**src/rtl/md5_crack_pkg.sv**
```systemverilog
// Shared types and constants for the md5 brute-force dispatch front end.
package md5_crack_pkg;

    typedef enum logic [1:0] {S_IDLE, S_RUN, S_DONE} top_state_t;
    typedef enum logic [1:0] {C_IDLE, C_RST, C_START, C_RUN} core_state_t;

    localparam logic [31:0] BCD_MAX_PASS = 32'h99999999;

    // Number of chunks the 8-digit space splits into for a given chunk width.
    function automatic int unsigned chunk_count(input int unsigned chunk_digits);
        int unsigned n;
        n = 1;
        for (int unsigned i = chunk_digits; i < 8; i++) begin
            n = n * 10;
        end
        return n;
    endfunction

endpackage

```
**src/rtl/md5_crack_dispatch_bcd_counter.sv**
```systemverilog
// Multi-digit BCD counter with decimal carry; holds at all-9s instead of wrapping.
module bcd_counter #(
    parameter int unsigned DIGITS = 2
) (
    input  logic                clk,
    input  logic                reset_n,
    input  logic                en,
    input  logic                clr,
    output logic [4*DIGITS-1:0] value,
    output logic                last
);

    logic [4*DIGITS-1:0] next_value;

    always_comb begin
        logic carry;
        next_value = value;
        carry      = 1'b1;
        for (int unsigned d = 0; d < DIGITS; d++) begin
            if (carry) begin
                if (value[4*d +: 4] == 4'd9) begin
                    next_value[4*d +: 4] = 4'd0;
                end else begin
                    next_value[4*d +: 4] = value[4*d +: 4] + 4'd1;
                    carry                = 1'b0;
                end
            end
        end
    end

    assign last = (value == {DIGITS{4'h9}});

    always_ff @(posedge clk or negedge reset_n) begin
        if (!reset_n) begin
            value <= '0;
        end else if (clr) begin
            value <= '0;
        end else if (en && !last) begin
            value <= next_value;
        end
    end

endmodule

```
**src/rtl/md5_crack_dispatch.sv**
```systemverilog
// Splits the BCD password space into chunks, feeds idle md5_bf cores and
// reports the first hit (lowest core index on ties).
module md5_crack_dispatch
    import md5_crack_pkg::*;
#(
    parameter int unsigned N_CORES      = 4,
    parameter int unsigned CHUNK_DIGITS = 6,
    parameter int unsigned RST_CYCLES   = 2
) (
    input  logic                  clk,
    input  logic                  reset_n,
    input  logic                  go,
    input  logic [127:0]          hash_in,
    output logic                  busy,
    output logic                  done,
    output logic                  found,
    output logic [31:0]           pass,
    output logic [7:0]            chunks_done,
    output logic [N_CORES-1:0]    core_rst_n,
    output logic [N_CORES-1:0]    core_start,
    output logic [32*N_CORES-1:0] core_low,
    output logic [32*N_CORES-1:0] core_high,
    output logic [127:0]          core_hash,
    input  logic [N_CORES-1:0]    core_done,
    input  logic [N_CORES-1:0]    core_found,
    input  logic [32*N_CORES-1:0] core_pass
);

    localparam int unsigned IDX_DIGITS = 8 - CHUNK_DIGITS;
    localparam int unsigned IDX_W      = 4 * IDX_DIGITS;
    localparam int unsigned CNT_W      = (RST_CYCLES > 1) ? $clog2(RST_CYCLES) : 1;

    top_state_t state;
    logic [IDX_W-1:0] idx;
    logic idx_last;
    logic all_dispatched;

    logic [N_CORES-1:0] idle_vec, run_vec, hit_vec, miss_vec, disp_vec;
    logic hit_any, disp_any, go_ok, abort;
    logic [31:0] hit_pass, chunk_low, chunk_high;
    logic [3:0] miss_cnt;
    logic [8:0] chunks_sum;
    logic [7:0] chunks_next;

    assign go_ok      = go && (state != S_RUN);
    assign chunk_low  = {idx, {(4*CHUNK_DIGITS){1'b0}}};
    assign chunk_high = chunk_low | (BCD_MAX_PASS >> IDX_W);

    bcd_counter #(.DIGITS(IDX_DIGITS)) u_chunk_idx (
        .clk     (clk),
        .reset_n (reset_n),
        .en      (disp_any),
        .clr     (go_ok),
        .value   (idx),
        .last    (idx_last)
    );

    always_comb begin
        logic hit_taken, disp_taken;
        hit_vec    = '0;
        miss_vec   = '0;
        disp_vec   = '0;
        hit_pass   = '0;
        miss_cnt   = '0;
        hit_taken  = 1'b0;
        disp_taken = 1'b0;
        for (int unsigned i = 0; i < N_CORES; i++) begin
            hit_vec[i]  = run_vec[i] && core_done[i] && core_found[i];
            miss_vec[i] = run_vec[i] && core_done[i] && !core_found[i];
            miss_cnt    = miss_cnt + 4'(miss_vec[i]);
            if (hit_vec[i] && !hit_taken) begin
                hit_pass  = core_pass[32*i +: 32];
                hit_taken = 1'b1;
            end
        end
        hit_any = hit_taken;
        // A hit in the same cycle suppresses the dispatch since all cores get parked.
        for (int unsigned i = 0; i < N_CORES; i++) begin
            if (state == S_RUN && !all_dispatched && !hit_taken && idle_vec[i] && !disp_taken) begin
                disp_vec[i] = 1'b1;
                disp_taken  = 1'b1;
            end
        end
        disp_any    = disp_taken;
        chunks_sum  = {1'b0, chunks_done} + 9'(miss_cnt);
        chunks_next = chunks_sum[8] ? 8'hFF : chunks_sum[7:0];
    end

    assign abort = (state != S_RUN) || hit_any;

    always_ff @(posedge clk or negedge reset_n) begin
        if (!reset_n) begin
            state          <= S_IDLE;
            busy           <= 1'b0;
            done           <= 1'b0;
            found          <= 1'b0;
            pass           <= '0;
            chunks_done    <= '0;
            core_hash      <= '0;
            all_dispatched <= 1'b0;
        end else begin
            case (state)
                S_IDLE, S_DONE: begin
                    if (go) begin
                        state          <= S_RUN;
                        busy           <= 1'b1;
                        done           <= 1'b0;
                        found          <= 1'b0;
                        pass           <= '0;
                        chunks_done    <= '0;
                        core_hash      <= hash_in;
                        all_dispatched <= 1'b0;
                    end
                end
                S_RUN: begin
                    if (hit_any) begin
                        state <= S_DONE;
                        busy  <= 1'b0;
                        done  <= 1'b1;
                        found <= 1'b1;
                        pass  <= hit_pass;
                    end else begin
                        chunks_done <= chunks_next;
                        if (disp_any && idx_last) begin
                            all_dispatched <= 1'b1;
                        end
                        if (all_dispatched && (&idle_vec)) begin
                            state <= S_DONE;
                            busy  <= 1'b0;
                            done  <= 1'b1;
                        end
                    end
                end
                default: state <= S_IDLE;
            endcase
        end
    end

    for (genvar g = 0; g < N_CORES; g++) begin : g_core
        core_state_t cs;
        logic [CNT_W-1:0] rcnt;
        logic rst_q, start_q;
        logic [31:0] low_q, high_q;

        assign idle_vec[g]           = (cs == C_IDLE);
        assign run_vec[g]            = (cs == C_RUN);
        assign core_rst_n[g]         = rst_q;
        assign core_start[g]         = start_q;
        assign core_low[32*g +: 32]  = low_q;
        assign core_high[32*g +: 32] = high_q;

        always_ff @(posedge clk or negedge reset_n) begin
            if (!reset_n) begin
                cs      <= C_IDLE;
                rcnt    <= '0;
                rst_q   <= 1'b0;
                start_q <= 1'b0;
                low_q   <= '0;
                high_q  <= '0;
            end else if (abort) begin
                cs      <= C_IDLE;
                rst_q   <= 1'b0;
                start_q <= 1'b0;
            end else begin
                case (cs)
                    C_IDLE: begin
                        if (disp_vec[g]) begin
                            cs     <= C_RST;
                            rcnt   <= CNT_W'(RST_CYCLES - 1);
                            rst_q  <= 1'b0;
                            low_q  <= chunk_low;
                            high_q <= chunk_high;
                        end
                    end
                    C_RST: begin
                        if (rcnt == '0) begin
                            cs      <= C_START;
                            rst_q   <= 1'b1;
                            start_q <= 1'b1;
                        end else begin
                            rcnt <= rcnt - 1'b1;
                        end
                    end
                    C_START: begin
                        cs      <= C_RUN;
                        start_q <= 1'b0;
                    end
                    C_RUN: begin
                        if (core_done[g]) begin
                            cs    <= C_IDLE;
                            rst_q <= 1'b0;
                        end
                    end
                    default: cs <= C_IDLE;
                endcase
            end
        end
    end

endmodule

```
**config.mk**
```make
export PLATFORM = sky130hd
export DESIGN_NAME = md5_crack_dispatch
export DESIGN_NICKNAME = d
export VERILOG_FILES = /design/src/rtl/md5_crack_pkg.sv /design/src/rtl/md5_crack_dispatch_bcd_counter.sv /design/src/rtl/md5_crack_dispatch.sv
export SDC_FILE = /design/constraint.sdc
export NUM_CORES = 1
export LEC_CHECK = 0
export CAP_MARGIN = 20
export CORE_AREA = 10 10 265 267
export CTS_CLUSTER_DIAMETER = 40
export DETAILED_ROUTE_END_ITERATION = 8
export DIE_AREA = 0 0 275 277
export GPL_TIMING_DRIVEN = 0
export PLACE_DENSITY = 0.5
export SKIP_CTS_REPAIR_TIMING = 1
export SLEW_MARGIN = 20
export SYNTH_ARGS = -nofsm -noshare
export SYNTH_HDL_FRONTEND = slang
export SYNTH_SLANG_ARGS = --single-unit
```
**constraint.sdc**
```tcl
create_clock -name clk -period 2.6 [get_ports clk]
set_input_delay 0.52 -clock clk [delete_from_list [all_inputs] [get_ports clk]]
set_output_delay 0.52 -clock clk [all_outputs]
set_load 0.05 [all_outputs]
```
* Word level (Yosys, flattened, before mapping)
Index checks and enable logic that the tools add are counted.
** Storage, ports and cells
- Output and inout bits :: 435
- Input bits :: 267
- Logic and storage cells :: 280
- Flip-flop bits (word level) :: 314
** Operators by class
- Bitwise gates (word level) :: 1
- $add $sub $neg :: 10
- Mux-type cells :: 105
- Equal/unequal tests :: 39
- Reductions and logical operators :: 91
** Operators with widths (count)
- 2-to-1 mux 32 bit :: 6
- case mux 32 bit (2 select lines) :: 1
- 2-to-1 mux 1 bit :: 49
- AND reduction 3 bit :: 15
- 2-to-1 mux 8 bit :: 5
- 2-to-1 mux 2 bit :: 19
- case mux 2 bit (4 select lines) :: 4
- logical AND 1 bit :: 28
- case mux 1 bit (2 select lines) :: 12
- AND reduction 4 bit :: 6
- == test 2 bit (second input constant) :: 9
- case mux 8 bit (2 select lines) :: 1
- nonzero test 4 bit :: 4
- inequality test 3 x 2 -> 1 bit (second input constant) :: 5
- AND reduction 2 bit :: 7
- nonzero test 2 bit :: 7
- zero test 1 bit :: 13
- 2-to-1 mux 4 bit :: 3
- inequality test 2 x 1 -> 1 bit (second input constant) :: 6
- inequality test 3 x 1 -> 1 bit (second input constant) :: 4
- inequality test 3 bit (second input constant) :: 4
- case mux 1 bit (3 select lines) :: 4
- nonzero test 3 bit :: 4
- == test 2 x 1 -> 1 bit (second input constant) :: 5
- other kinds (14) :: 25

* Depth between registers and ports, before layout
Gate-level depths: netlist (run 1).
- Word-level depth :: 30
- Depth in mapped cells :: 10
- Depth with buffers taken out :: 10

* By module
From an unflattened synthesis (run 1), not the netlist that was laid out.
** Second synthesis, totals
- Cell total of the unflattened synthesis :: 1352
- Area total of the unflattened synthesis :: 12319.3 µm²
** By module, submodules not included
- md5_crack_dispatch :: seq. area each 5755.5 µm², area an instance 11851.4 µm², cells an instance 1305, instances 1
- bcd_counter :: seq. area each 200.2 µm², area an instance 467.9 µm², cells an instance 47, instances 1

* Worst setup path before layout (run 1)
No wires, ideal clock.
- Kind :: register -> register
- From :: reg chunks_done[0]
- To :: reg chunks_done[6]
- Path buffers :: 0
- Slack :: -0.135 ns
- Data arrival time :: 2.636 ns
- Setup time :: 0.099 ns
- Cell stages (with the launch flop) :: 10
- Clock period less this slack :: 2.735 ns
- Cells stage by stage :: dfrtp_1 inv_1 fa_1 fa_1 inv_1 fa_1 and3_1 and3_1 a31oi_1 a311oi_1
** On the way
- Longest elaborated chain between the ends :: 4
** Ends and longest elaborated chain
- start: declaration :: RTL line md5_crack_dispatch.sv:18 : output logic [7:0] chunks_done,
- start signal: assignment :: RTL line md5_crack_dispatch.sv:123 : chunks_done <= chunks_next;
- adder 8 x 4 -> 9 bit :: RTL line md5_crack_dispatch.sv:85 : chunks_sum = {1'b0, chunks_done} + 9'(miss_cnt);
- 2-to-1 mux 8 bit :: RTL line md5_crack_dispatch.sv:86 : chunks_next = chunks_sum[8] ? 8'hFF : chunks_sum[7:0];
- 2-to-1 mux 8 bit :: RTL line md5_crack_dispatch.sv:116 : if (hit_any) begin
- case mux 8 bit (2 select lines) :: RTL line md5_crack_dispatch.sv:102 : case (state)
Every way passes these cells. The select of a mux whose other input is x is not followed.
A chain may end at the register's enable or synchronous reset.

* Worst setup path after layout (run 1)
- From :: reg g_core[2].cs[0]
- To :: reg chunks_done[6]
** On the way
- Longest elaborated chain between the ends :: 10
** Ends and longest elaborated chain
- start: declaration :: RTL line md5_crack_dispatch.sv:140 : core_state_t cs;
- start signal: assignment :: RTL line md5_crack_dispatch.sv:154 : cs <= C_IDLE;
- start signal: assignment :: RTL line md5_crack_dispatch.sv:161 : cs <= C_IDLE;
- start signal: assignment :: RTL line md5_crack_dispatch.sv:168 : cs <= C_RST;
- == test 2 bit * :: RTL line md5_crack_dispatch.sv:146 : assign run_vec[g] = (cs == C_RUN);
- logical AND 1 bit * :: RTL line md5_crack_dispatch.sv:68, md5_crack_dispatch.sv:69
- parallel branches: the longest is 8 deep, another holds adder 8 x 4 -> 9 bit
Mark *: on every way between the ends. The select of a mux whose other input is x is not followed.

==> metrics.txt, run 1 <==
fin cells=about 3000; unrepaired setup endpoints after global routing=true; Max VDD drop=0.444 mV; Layout area overhead=75.3%; sequential power share=a little under a quarter; synth unique cells=50; crit end category=register; dominant cell type by area after synthesis=dfrtp_1; Reg-to-Reg Start=g_core[2].cs[0]; drt drc=0; root buffer cell=clkbuf_16; Iter 0 DRT Violations=roughly 500; port buffer count=around 560; Overflow after GRT=0; dpl hpwl=roughly 47000 um; Reg2Reg Setup Slack=-0.20 ns; Switching Fraction=a little under half; Util after Layout=33.6%; nets@finish=about 2400; final-report max-slew violation count=0; Setup TNS Final=-1.35 ns; Synth top area share=47.7%; internal power=between 0.01 and 0.015 W; Max Clk Rate=about 360 MHz; vias in the first global route=around 12000; hold path depth=2; Max Cap Viol=0; CTS tree=yes; largest net degree at the start of global routing=93; clock-pin slew on the worst setup and hold paths=0.05 ns; crit path time final=around 2.8 ns; DIE HEIGHT=between 200 and 300 um; r2r worst-path depth=10; initial antenna violation count=2; global-route wire length before repair=~80000 um; Post-Syn Instances=roughly 1400; Starting Density=a little under a fifth; Pre-antenna DRT Iters=4; Inserted Clock Buffers=about 50; Total GRT Usage=14.2%; Core Area=approximately 65000 um^2; outcome=finished with violations; Final ANT Viol Nets=0; CTS Sinks=between 200 and 250; WS Path Type=reg -> reg; clk_lat worst skew=approximately 0.57 ns; synth top area cells=dfrtp_1 (48%), buf_4 (14%), nand2_1 (13%); largest fanout on the critical path=3; # setup viols final=16; Warnings, synthesis=0; leakage power=10.2 nW; pwr dens=1230 nW/um^2; CP Data Required Time=around 3.1 ns; WP data arrival=around 3.3 ns; worst hold path type=reg -> reg; Total Wirelength=about 58000 um; Hold Crit Start=core_hash[47]; die width=around 280 um; number of synthesized register bits=between 200 and 250; vias per inst=approximately 3.9; Fillers=just under 7000; Avg Inst Size Synth=8.98 um^2; Cell Rows=94; Hold Fails Final Rpt=0; Design Power=around 0.027 W; placer's final routability congestion estimate=~0.81; io pins=~700; synthesized area=12500 um^2; via count=around 12000; Max H-tree Level=2; Period Utilization, post-route=108%; Sw Pwr=0.0127 W; clock share of power=roughly 25%; worst setup margin=-0.197 ns; clk buf depth=3; Seq/Total Area, Yosys=between 40% and 50%; combinational share of power=between 50% and 60%; Post-synth EDFFs=0; failing checks=setup timing; relative slew slack=about 40%; share of cells above drive strength 1=a little under a fifth; fraction of registers with async set/reset=100%; dpl ws=-0.900 ns; CP Launch Type=register; die area=approximately 76000 um^2; WHS Endpoint=core_hash[47]; clk_skew=0.0210 ns; FF-to-FF End=chunks_done[6]; routed len/inst=~19 um; Placed Cells incl. Taps=~3000; Worst-Margin Slew=between 0.9 and 1 ns; Main synth FF type=dfrtp_1
-- final cells by class --
cell class,count,area (um^2),area share (%)
Sequential cell,238,5960,27.2
Timing Repair Buffer,569,5850,26.7
Multi-Input combinational cell,978,5120,23.4
Buffer,299,2020,9.24
Clock buffer,61,1400,6.37
Tap cell,864,1080,4.94
Clock inverter,35,390,1.78
Inverter,19,71.3,0.326
Antenna cell,1,2.50,0.0114
-- cell usage after synthesis, types with 2 or more instances --
cell type	n
a22oi_1	33
o2bb2ai_1	32
o31ai_1	2
clkbuf_1	56
nor3_1	8
and3_1	7
a211oi_1	2
buf_1	10
nand2_1	449
nor2_1	17
nor4b_1	2
nor2b_1	10
o21bai_1	5
nor4_1	7
a31oi_1	8
a311oi_1	2
o221a_2	2
dfrtp_1	238
a21o_1	2
nand4_1	5
fa_1	3
or2_2	2
mux2i_1	10
ha_1	21
mux2_2	32
inv_1	19
nand3b_1	7
nand3_1	47
o41ai_1	2
and2_1	2
o22ai_1	2
a21oi_1	80
buf_4	229
o21ai_0	10
and3b_1	2
nand2b_1	10
buf_2	3
-- per-layer routing --
| metal | global-route usage [%] | vias up | wire length, um |
|---|---|---|---|
| met5 | 0 | - | 18 |
| met4 | 3.46 | 2 | 949 |
| met3 | 4.64 | 68 | 4570 |
| met2 | 25.7 | 450 | 29600 |
| met1 | 15.7 | 5745 | 22400 |
| li1 | - | 5775 | - |
-- flip-flops by register name, indices dropped and copies added (netlist names), 2 cells and up --
register,count
core_hash,128
g_core.high_q,36
pass,32
chunks_done,8
g_core.cs,8
u_chunk_idx.value,8
g_core.rcnt,4
g_core.rst_q,4
g_core.start_q,4
state,2
-- critical path, cell delays in order (launching register included) --
cell      delay [ns]
dfrtp_1         0.39
ha_2            0.21
nand3b_1        0.15
fa_1            0.52
fa_2            0.38
inv_2           0.07
fa_2            0.23
and3_4          0.18
and3_4          0.18
a31oi_1         0.09
a311oi_1        0.28
-- placed cells by master, fill, tap and decap left out, types with 3 or more instances in the layout --
| master | n |
|---|---|
| inv_1 | 18 |
| ha_1 | 18 |
| nor2_1 | 16 |
| o2bb2ai_1 | 32 |
| buf_6 | 3 |
| inv_6 | 7 |
| o21ai_0 | 8 |
| clkinv_4 | 6 |
| buf_1 | 10 |
| nand3b_1 | 7 |
| nor3_1 | 6 |
| dlymetal6s2s_1 | 46 |
| clkinvlp_4 | 12 |
| nor2b_1 | 10 |
| dfrtp_1 | 233 |
| clkdlybuf4s50_1 | 510 |
| clkbuf_1 | 49 |
| nand4_1 | 5 |
| clkbuf_2 | 8 |
| nand2b_1 | 10 |
| o21bai_1 | 5 |
| and3_1 | 5 |
| conb_1 | 144 |
| clkbuf_8 | 6 |
| nand3_1 | 47 |
| a22oi_1 | 33 |
| nor4_1 | 5 |
| nand2_1 | 449 |
| buf_4 | 237 |
| mux2_2 | 32 |
| a21oi_1 | 80 |
| bufinv_16 | 5 |
| clkbuf_16 | 52 |
| mux2i_1 | 10 |
| a31oi_1 | 8 |
| dfrtp_2 | 5 |
| clkinv_2 | 4 |
-- cell families (layout without fill, tap and decap cells) --
kind of cell | count (synthesis) | after routing | share of synthesized area [%]
AO/OA/AOI/OAI | 189 | 189 | 9.98
adder cells (fa/ha/maj) | 24 | 24 | 2.58
buffers and inverters | 318 | 983 | 16.5
flip-flops | 238 | 238 | 47.7
multiplexers | 42 | 42 | 3.69
other | 1 | 145 | 0.0300
AND/OR/NAND/NOR | 579 | 579 | 19.5
-- power groups by stage --
stage | Clock (W) | Sequential (W) | Combinational (W)
2_1_floorplan | 0 | 0.0104 | 0.00472
3_3_place_gp | 0 | 0.00616 | 0.0140
3_5_place_dp | 0 | 0.00621 | 0.0141
4_1_cts | 0.00685 | 0.00617 | 0.0141
5_1_grt | 0.00704 | 0.00637 | 0.0149
6_report | 0.00667 | 0.00616 | 0.0141
-- metrics by stage --
stage | area, um^2 | hold slack (ns)
2_1_floorplan | 13000 | 0.224
3_3_place_gp | 19700 | 0.459
3_5_place_dp | 19800 | 0.461
4_1_cts | 21600 | -0.0792
5_1_grt | 21900 | 0.443
6_report | 21900 | 0.470
-- worst max path at each step --
stage,start,endpoint,slack (ns)
2_1_floorplan,core_found[2],chunks_done[6],0.03
3_3_place_gp,reset_n,chunks_done[0],-10.96
3_5_place_dp,core_done[2],pass[28],-0.90
4_1_cts,g_core[2].cs[0],g_core[0].high_q[26],-0.64
5_1_grt,g_core[2].cs[0],chunks_done[6],-0.31
6_report,g_core[2].cs[0],chunks_done[6],-0.20
Power figures use the tool's default switching activity.
==> run 2: changes to the inputs <==
--- a/config.mk
+++ b/config.mk
@@ -5,9 +5,9 @@
 export SDC_FILE = /design/constraint.sdc
 export NUM_CORES = 1
 export LEC_CHECK = 0
-export CAP_MARGIN = 20
 export CORE_AREA = 10 10 265 267
 export CTS_CLUSTER_DIAMETER = 40
+export CTS_CLUSTER_SIZE = 24
 export DETAILED_ROUTE_END_ITERATION = 8
 export DIE_AREA = 0 0 275 277
 export GPL_TIMING_DRIVEN = 0
==> results of run 2 <==
The final DEF is identical to that of run 1; final timing and power are the same.
